File: src/rtl/i2c_target_regfile.sv
// rtl/i2c_target_regfile.sv - I2C target with pointer-addressed register file and local host port
// Optional SCL stretching after written data bytes: define I2C_TGT_STRETCH_EN.
module i2c_target_regfile #(
    parameter logic [6:0] ADDR  = 7'h39,
    parameter int         DEPTH = 16,
    parameter int         FILT  = 3
) (
    input  logic                     sysclk,
    input  logic                     reset,
    input  logic                     scl_i,
    input  logic                     sda_i,
    output logic                     sda_o,
    output logic                     scl_o,
    input  logic [$clog2(DEPTH)-1:0] loc_addr,
    input  logic                     loc_wr,
    input  logic [7:0]               loc_d,
    output logic [7:0]               loc_q,
    output logic                     wr_strobe,
    output logic [$clog2(DEPTH)-1:0] wr_index,
    output logic [7:0]               wr_data,
    output logic                     busy,
    input  logic                     wr_ready
);
    localparam int AW = $clog2(DEPTH);

    typedef enum logic [3:0] {
        S_IDLE, S_ADDR, S_ADDR_ACK, S_PTR, S_PTR_ACK,
        S_WDATA, S_WDATA_ACK, S_RDATA, S_RDATA_ACK, S_IGNORE
    } state_t;

    // Bit 0 carries SCL, bit 1 carries SDA through synchroniser and filter.
    logic [1:0] sync1, sync2, filt, filt_d;
    logic [7:0] fcnt [2];

    always_ff @(posedge sysclk or posedge reset) begin
        if (reset) begin
            sync1   <= 2'b11;
            sync2   <= 2'b11;
            filt    <= 2'b11;
            filt_d  <= 2'b11;
            fcnt[0] <= '0;
            fcnt[1] <= '0;
        end else begin
            sync1  <= {sda_i, scl_i};
            sync2  <= sync1;
            filt_d <= filt;
            for (int i = 0; i < 2; i++) begin
                if (sync2[i] != filt[i]) begin
                    if (fcnt[i] >= 8'(FILT - 1)) begin
                        filt[i] <= sync2[i];
                        fcnt[i] <= '0;
                    end else begin
                        fcnt[i] <= fcnt[i] + 8'd1;
                    end
                end else begin
                    fcnt[i] <= '0;
                end
            end
        end
    end

    logic scl_rise, scl_fall, start, stop;
    assign scl_rise = filt[0] & ~filt_d[0];
    assign scl_fall = ~filt[0] & filt_d[0];
    assign start    = filt[0] & filt_d[0] & filt_d[1] & ~filt[1];
    assign stop     = filt[0] & filt_d[0] & ~filt_d[1] & filt[1];

    state_t          state;
    logic [7:0]      shreg;
    logic [3:0]      bitcnt;
    logic            rw, mack;
    logic [AW-1:0]   ptr, ptr_nxt;
    logic [7:0]      rf [DEPTH];

    assign ptr_nxt = ptr + 1'b1;

    always_ff @(posedge sysclk or posedge reset) begin
        if (reset) begin
            state     <= S_IDLE;
            sda_o     <= 1'b1;
            busy      <= 1'b0;
            ptr       <= '0;
            shreg     <= '0;
            bitcnt    <= '0;
            rw        <= 1'b0;
            mack      <= 1'b1;
            wr_strobe <= 1'b0;
            wr_index  <= '0;
            wr_data   <= '0;
            for (int i = 0; i < DEPTH; i++) rf[i] <= '0;
        end else begin
            wr_strobe <= 1'b0;
            // Local write comes first so a same-cycle I2C write to that index overrides it.
            if (loc_wr) rf[loc_addr] <= loc_d;
            if (start) begin
                state  <= S_ADDR;
                bitcnt <= '0;
                busy   <= 1'b1;
                sda_o  <= 1'b1;
            end else if (stop) begin
                state <= S_IDLE;
                busy  <= 1'b0;
                sda_o <= 1'b1;
            end else begin
                case (state)
                    S_ADDR, S_PTR, S_WDATA: begin
                        if (scl_rise && bitcnt < 4'd8) begin
                            shreg  <= {shreg[6:0], filt[1]};
                            bitcnt <= bitcnt + 4'd1;
                        end else if (scl_fall && bitcnt == 4'd8) begin
                            bitcnt <= '0;
                            if (state == S_ADDR) begin
                                if (shreg[7:1] == ADDR) begin
                                    sda_o <= 1'b0;
                                    rw    <= shreg[0];
                                    state <= S_ADDR_ACK;
                                end else begin
                                    state <= S_IGNORE;
                                end
                            end else if (state == S_PTR) begin
                                ptr   <= shreg[AW-1:0];
                                sda_o <= 1'b0;
                                state <= S_PTR_ACK;
                            end else begin
                                rf[ptr]   <= shreg;
                                wr_strobe <= 1'b1;
                                wr_index  <= ptr;
                                wr_data   <= shreg;
                                ptr       <= ptr_nxt;
                                sda_o     <= 1'b0;
                                state     <= S_WDATA_ACK;
                            end
                        end
                    end
                    S_ADDR_ACK: if (scl_fall) begin
                        if (rw) begin
                            shreg <= rf[ptr];
                            sda_o <= rf[ptr][7];
                            state <= S_RDATA;
                        end else begin
                            sda_o <= 1'b1;
                            state <= S_PTR;
                        end
                    end
                    S_PTR_ACK, S_WDATA_ACK: if (scl_fall) begin
                        sda_o <= 1'b1;
                        state <= S_WDATA;
                    end
                    S_RDATA: begin
                        if (scl_rise && bitcnt < 4'd8) bitcnt <= bitcnt + 4'd1;
                        if (scl_fall) begin
                            if (bitcnt == 4'd8) begin
                                sda_o  <= 1'b1;
                                bitcnt <= '0;
                                state  <= S_RDATA_ACK;
                            end else begin
                                sda_o <= shreg[6];
                                shreg <= {shreg[6:0], 1'b0};
                            end
                        end
                    end
                    S_RDATA_ACK: begin
                        if (scl_rise) mack <= filt[1];
                        if (scl_fall) begin
                            if (!mack) begin
                                ptr   <= ptr_nxt;
                                shreg <= rf[ptr_nxt];
                                sda_o <= rf[ptr_nxt][7];
                                state <= S_RDATA;
                            end else begin
                                state <= S_IGNORE;
                            end
                        end
                    end
                    default: sda_o <= 1'b1;
                endcase
            end
        end
    end

    always_ff @(posedge sysclk or posedge reset) begin
        if (reset) loc_q <= '0;
        else       loc_q <= rf[loc_addr];
    end

`ifdef I2C_TGT_STRETCH_EN
    logic scl_hold_n, stretch_set;
    assign stretch_set = (state == S_WDATA_ACK) && scl_fall && !start && !stop;

    always_ff @(posedge sysclk or posedge reset) begin
        if (reset)                                            scl_hold_n <= 1'b1;
        else if (stop || state == S_IDLE || state == S_IGNORE) scl_hold_n <= 1'b1;
        else if (stretch_set)                                 scl_hold_n <= 1'b0;
        else if (wr_ready)                                    scl_hold_n <= 1'b1;
    end
    assign scl_o = scl_hold_n;
`else
    logic unused_wr_ready;
    assign unused_wr_ready = wr_ready;
    assign scl_o = 1'b1;
`endif
endmodule

File: config.mk
export PLATFORM = sky130hd
export DESIGN_NAME = i2c_target_regfile
export DESIGN_NICKNAME = d
export VERILOG_FILES = /design/src/rtl/i2c_target_regfile.sv
export SDC_FILE = /design/constraint.sdc
export NUM_CORES = 1
export LEC_CHECK = 0
export ABC_AREA = 1
export CORE_ASPECT_RATIO = 1.4
export CORE_UTILIZATION = 55
export CTS_BUF_LIST = sky130_fd_sc_hd__clkbuf_16
export DETAILED_ROUTE_END_ITERATION = 16
export PLACE_DENSITY = 0.7
export SETUP_SLACK_MARGIN = 0.05
export SLEW_MARGIN = 20
export SYNTH_ARGS = -nofsm -noshare
export SYNTH_HDL_FRONTEND = slang
export SYNTH_SLANG_ARGS = --single-unit
File: constraint.sdc
create_clock -name sysclk -period 11.2 [get_ports sysclk]
set_input_delay 1.12 -clock sysclk [delete_from_list [all_inputs] [get_ports sysclk]]
set_output_delay 1.12 -clock sysclk [all_outputs]
set_load 0.02 [all_outputs]
== Yosys cells after proc, flatten, opt, wreduce, memory -nomap -nowiden ==
Index checks and enable logic that the tools add are counted.
Operators by class
  $add $sub $neg: 4
  magnitude comparators: 8
  equality and inequality tests: 33
  muxes and demuxes: 88
  bitwise gates (word level): 19
  reduce and logical (&&, ||, !) cells: 21
Operators with widths (number)
  128-bit 2-to-1 mux: 8
  128-bit bitwise mux: 2
  8-bit 2-to-1 mux: 19
  4-bit 2-to-1 mux: 25
  8-bit binary-select mux with 4-bit select: 3
  8-bit demux with 4-bit select: 2
  4-bit inequality test, second input constant: 9
  8-bit one-hot mux with 4 select lines: 1
  8-bit AND reduction: 3
  1-bit 2-to-1 mux: 22
  2-bit inequality test, second input constant: 11
  4-bit one-hot mux with 5 select lines: 1
  8-bit by 1-bit adder with 8-bit output, second input constant: 2
  4-bit by 3-bit == test with 1-bit output, second input constant: 4
  8-bit by 2-bit >= comparator with 1-bit output, second input constant: 2
  4-bit one-hot mux with 2 select lines: 2
  5-bit >= comparator, second input constant: 3
  4-bit inverter with 5-bit output: 3
  7-bit AND reduction: 2
  5-bit by 1-bit < comparator with 1-bit output, second input constant: 2
  10-bit AND reduction: 1
  1-bit inverter: 9
  4-bit by 1-bit adder with 4-bit output, second input constant: 2
  4-bit by 2-bit == test with 1-bit output, second input constant: 2
  20 further kinds: 33
Word-level totals
  bits in registers: 197
  input bits: 18
  word-level logic and storage cells: 208

== Longest topological paths before layout ==
  word-level depth: 15
  mapped depth: 16

== Worst setup path after synthesis ==
OpenSTA, ideal clock, no wires.
  path kind: flip-flop to flip-flop
  start: reg ptr[0]
  end: reg shreg[4]
  setup time: 0.113 ns
  arrival time: 2.289 ns
  slack: 8.798 ns
  stages on the path, launching flop included: 17
  path buffers: 5
  clock period less this slack: 2.402 ns
  cell sequence: dfrtp_1 -> buf_2 -> inv_2 -> buf_2 -> clkbuf_1 -> ha_1 -> clkbuf_1 -> buf_1 -> a21oi_1 -> o21ai_0 -> nand3_1 -> nand3_1 -> nand2_1 -> nand2_1 -> nand3_1 -> nand2_1 -> inv_1
On the way
  word-level cells in the longest chain between the ends: 8
RTL lines
  start, declared: line 72  | logic [AW-1:0] ptr, ptr_nxt;
  start signal, assigned: line 121  | ptr <= shreg[AW-1:0];
  start signal, assigned: line 129  | ptr <= ptr_nxt;
  start signal, assigned: line 166  | ptr <= ptr_nxt;
  4-bit by 1-bit adder with 4-bit output: line 75  | assign ptr_nxt = ptr + 1'b1;
  4-bit inverter with 5-bit output (implied by the code): line 167  | shreg <= rf[ptr_nxt];
  8-bit binary-select mux with 4-bit select: line 167
  8-bit 2-to-1 mux (implied by the code) (2 in series): line 167
  8-bit 2-to-1 mux: line 165  | if (!mack) begin
  8-bit 2-to-1 mux: line 164  | if (scl_fall) begin
  8-bit one-hot mux with 4 select lines (*): line 105  | case (state)
  end signal, assigned: line 108  | shreg <= {shreg[6:0], filt[1]};
  end signal, assigned: line 158  | shreg <= {shreg[6:0], 1'b0};
  end signal, assigned: line 167
  end, declared: line 69  | logic [7:0] shreg;
Every way passes the cells marked *; elsewhere a longest branch is shown, timed or not. The select of a mux whose other input is x is not followed.
A chain may end at the register's enable or synchronous reset.

== Worst setup path in the final report ==
  start: in loc_addr[0]
  end: reg rf[49] in the netlist's numbering
On the way
  word-level cells in the longest chain between the ends: 15
RTL lines
  start, declared: line 14  | input logic [$clog2(DEPTH)-1:0] loc_addr,
  4-bit inverter with 5-bit output (implied by the code) (*): line 94  | if (loc_wr) rf[loc_addr] <= loc_d;
  5-bit >= comparator (implied by the code) or 5-bit by 1-bit < comparator with 1-bit output (tied branches): line 94
  1-bit logical AND (implied by the code): line 94
  8-bit 2-to-1 mux (implied by the code): line 94
  8-bit demux with 4-bit select (*): line 94
  128-bit bitwise mux (*): line 94
  128-bit 2-to-1 mux (*): line 94
  128-bit bitwise mux: line 125  | rf[ptr] <= shreg;
  128-bit 2-to-1 mux: line 120  | end else if (state == S_PTR) begin
  128-bit 2-to-1 mux: line 112  | if (state == S_ADDR) begin
  128-bit 2-to-1 mux: line 110  | end else if (scl_fall && bitcnt == 4'd8) begin
  128-bit 2-to-1 mux: line 107  | if (scl_rise && bitcnt < 4'd8) begin
  128-bit 2-to-1 mux: line 105
  128-bit 2-to-1 mux: line 100  | end else if (stop) begin
  128-bit 2-to-1 mux (*): line 95  | if (start) begin
  end signal, assigned by index: line 94
  end signal, assigned by index: line 125
  end, declared: line 73  | logic [7:0] rf [DEPTH];
Every way passes the cells marked *; elsewhere a longest branch is shown, timed or not.

==> flow_summary.json <==
{
  "worst_r2r_path_depth": 13,
  "clk_latency_ps": 460,
  "fmax_ghz": 0.2434,
  "cp-start-kind": "input port",
  "r2r_start": "ptr[1]$_DFFE_PP0P_",
  "min_delay_worst_endpoint": "sync2[1]$_DFF_PP1_",
  "r2r_end": "shreg[1]$_DFFE_PP0P_",
  "synth_top_area_cell": "dfrtp_1",
  "wire_per_inst_um": 21.36,
  "crit_fanout": 23,
  "start_util_pct": 56.46,
  "slew_viol_final": 0,
  "grt_overflow_total": 0,
  "die_w_um": 128.8,
  "num_rows": 64,
  "worst_pin_slew_ps": 1174,
  "muxShareOfSynthArea_pct": 0,
  "fin_cells": 2078,
  "drc": 0,
  "synthesis.instances": 1805,
  "hold_depth": 0,
  "crit_path_end_kind": "flip-flop",
  "die_y_um": 179.6,
  "drt_iter0_drc": 1743,
  "synth.distinct_cells": 38,
  "critPathArrivalTime_ps": 4420,
  "ant_nets": 0,
  "cts_inserted_buffers": 17,
  "drive_above_1_share_pct": 4.773,
  "portBuffers": 39,
  "min_path_type": "flip-flop to flip-flop",
  "fin_tns_setup_ps": 0,
  "antenna_found_initial": 0,
  "skew_ps": 12.93,
  "clkTransAtPathRegs_ps": 70,
  "outcome": "complete, no violations",
  "via_per_inst": 6.182,
  "grt_max_degree": 130,
  "synth_compound_area_share_pct": 25.73,
  "ctsHoldBuffers": 0,
  "cts_setup_buffers": 0,
  "dp.cells": 2046,
  "r2r_setup_slack_ps": 7300,
  "finalCriticalPeriod_ps": 4108,
  "power_density_mw_per_mm2": 255.4,
  "path_cells": "clkdlybuf4s50_1 > buf_4 > inv_2 > nor2_2 > buf_4 > nand2_1 > nor2_1 > o21ai_0 > nand2_1 > o21ai_1",
  "cts_tree": "built",
  "timing.hold.ws_ps": 357.2,
  "stdcell_area_mm2": 0.01343,
  "dieArea_mm2": 0.02314,
  "criticalPathCategory": "input port to flip-flop",
  "synthAdderAreaFrac_pct": 1.111,
  "ys_seq_area_share_pct": 39.89,
  "cts_buffer_depth": 2,
  "maxCapViolations": 0,
  "vias": 12850,
  "placed_area_mm2": 0.01280,
  "slew_headroom_pct": 21.43,
  "cp_data_required_time_ps": 11510,
  "synth.top_cell.area_share_pct": 37.77,
  "syn_area_per_cell_um2": 6.863,
  "synthSimpleGateAreaFrac_pct": 24.12,
  "netlist_area_mm2": 0.01239,
  "setup_viol": 0,
  "track_usage_pct": 39.47,
  "yosys.area_share.xor_xnor_pct": 0.4040,
  "p_leak_nw": 6.331,
  "cts.sinks": 197,
  "peakVddDrop_uv": 154.1,
  "rsz0062_at_grt": "no",
  "synth_top_family_by_area": "compound AO/OA/AOI/OAI gates",
  "drt-total-wl_um": 44380,
  "critical_path.slowest_cell": "nor2_1",
  "p_total_mw": 3.430,
  "h-tree-depth": 4,
  "core_area_mm2": 0.02194,
  "grt_first_pass_wirelength_um": 67680,
  "nets": 1797,
  "ctsRootBufferMaster": "clkbuf_16",
  "hp-start": "sync1[1]$_DFF_PP1_",
  "hold_viol_final": 0,
  "pin_count": 42,
  "dp_hpwl_um": 27930,
  "dr.pass1.iters": 9,
  "ys_ff_latch": 197,
  "yosys-top-cells-area": "dfrtp_1 38%, nand2_1 16%, o21ai_0 10%",
  "cts_resized": 0,
  "cpPeakStageDelay_ps": 890,
  "antenna_cells": 0,
  "first_global_vias": 11590,
  "yosys_warnings": 0,
  "fin_crit_sh_pct": 36.68,
  "gp_congestion": 0.9957,
  "areaGrowthSynthToFinish_pct": 8.423
}
[flip-flops by register name, summed over array words and instances, names as in the netlist]
| register | cells |
|---|---|
| bitcnt | 4 |
| busy | 1 |
| fcnt | 16 |
| filt | 2 |
| filt_d | 2 |
| loc_q | 8 |
| mack | 1 |
| ptr | 4 |
| rf | 128 |
| rw | 1 |
| sda_o | 1 |
| shreg | 8 |
| state | 4 |
| sync1 | 2 |
| sync2 | 2 |
| wr_data | 8 |
| wr_index | 4 |
| wr_strobe | 1 |
[routing by layer]
layer / up-vias / GRT usage, % / routed length (um)
met1: 5868 / 49.78 / 16640
met3: 201 / 9.107 / 4627
met4: 0 / 27.48 / 3460
met5: - / 0 / 0
li1: 5975 / - / -
met2: 803 / 59.52 / 19650
[kinds of logic after synthesis]
group                    Yosys count
other                              2
AND/OR/NAND/NOR                  731
XOR/XNOR                           4
flip-flops                       197
adder cells (fa/ha/maj)           11
buffers and inverters            272
AO/OA/AOI/OAI                    588
[layout by cell type (no fill, tap or decap), types with 16 or more instances in the layout]
| cell | n |
|---|---|
| o21ai_0 | 259 |
| inv_2 | 16 |
| clkdlybuf4s50_1 | 39 |
| o21ai_1 | 139 |
| nor2_1 | 60 |
| a21oi_1 | 102 |
| clkbuf_16 | 17 |
| o221ai_1 | 18 |
| o211ai_1 | 32 |
| a22oi_1 | 32 |
| inv_1 | 134 |
| nand2_1 | 526 |
| dfrtp_1 | 186 |
| nand3_1 | 112 |
[area by class of cell]
class | instances | area [um^2]
clock buffer | 17 | 425.4
clock inverter | 15 | 200.2
fill | 2107 | 8509
inverter | 156 | 595.6
multi-input combinational | 1345 | 6415
sequential | 197 | 4943
tap | 297 | 371.6
timing repair buffer | 51 | 480.5
[stage by stage]
step                util [%]  setup slack, ps
floorplan                  -             4728
global route           61.22             6964
detailed placement     58.35             6764
finish                 61.22             7092
CTS                    61.21             7220
global placement       58.35             6798
[where the power goes]
part	internal, mW	leakage, nW	total, mW	switching [mW]
Combinational	0.498	3.65	1.74	1.24
Sequential	0.876	2.38	1.01	0.138
Clock	0.376	0.304	0.675	0.299
[how the worst max path moves through the flow]
stage	slack [ps]	start	endpoint	depth (start not counted)
2_1_floorplan	4730	reset	bitcnt[0]$_DFFE_PP0P_	1
3_3_place_gp	6800	loc_addr[0]	rf[51]$_DFF_PP0_	10
3_5_place_dp	6760	loc_addr[0]	rf[49]$_DFF_PP0_	10
4_1_cts	7220	loc_addr[0]	rf[49]$_DFF_PP0_	10
5_1_grt	6960	loc_addr[0]	rf[52]$_DFF_PP0_	10
6_report	7090	loc_addr[0]	rf[49]$_DFF_PP0_	10
[worst max-delay path, delay by kind of cell]
| family | cells | cell delay (ps) |
|---|---|---|
| simple gates | 4 | 1710 |
| buf+inv | 4 | 1300 |
| compound gates | 2 | 260 |
[cells in the mapped netlist (all sizes together)]
| cell type | number |
|---|---|
| nand3b | 1 |
| dfstp | 10 |
| o31ai | 2 |
| o21ai | 398 |
| o211ai | 32 |
| a21oi | 102 |
| nor4 | 2 |
| nor3 | 11 |
| dfrtp | 187 |
| a31oi | 1 |
| ha | 11 |
| inv | 151 |
| nor2 | 64 |
| xnor2 | 3 |
| nand3 | 113 |
| o221ai | 18 |
| nand2 | 527 |
| buf | 45 |
| o22ai | 1 |
| nand4 | 12 |
| clkinv | 5 |
| a22oi | 32 |
| conb | 2 |
| a211oi | 2 |
| xor2 | 1 |
| or2 | 1 |
| clkbuf | 71 |
Note: power is estimated with default switching activity, not from simulation.
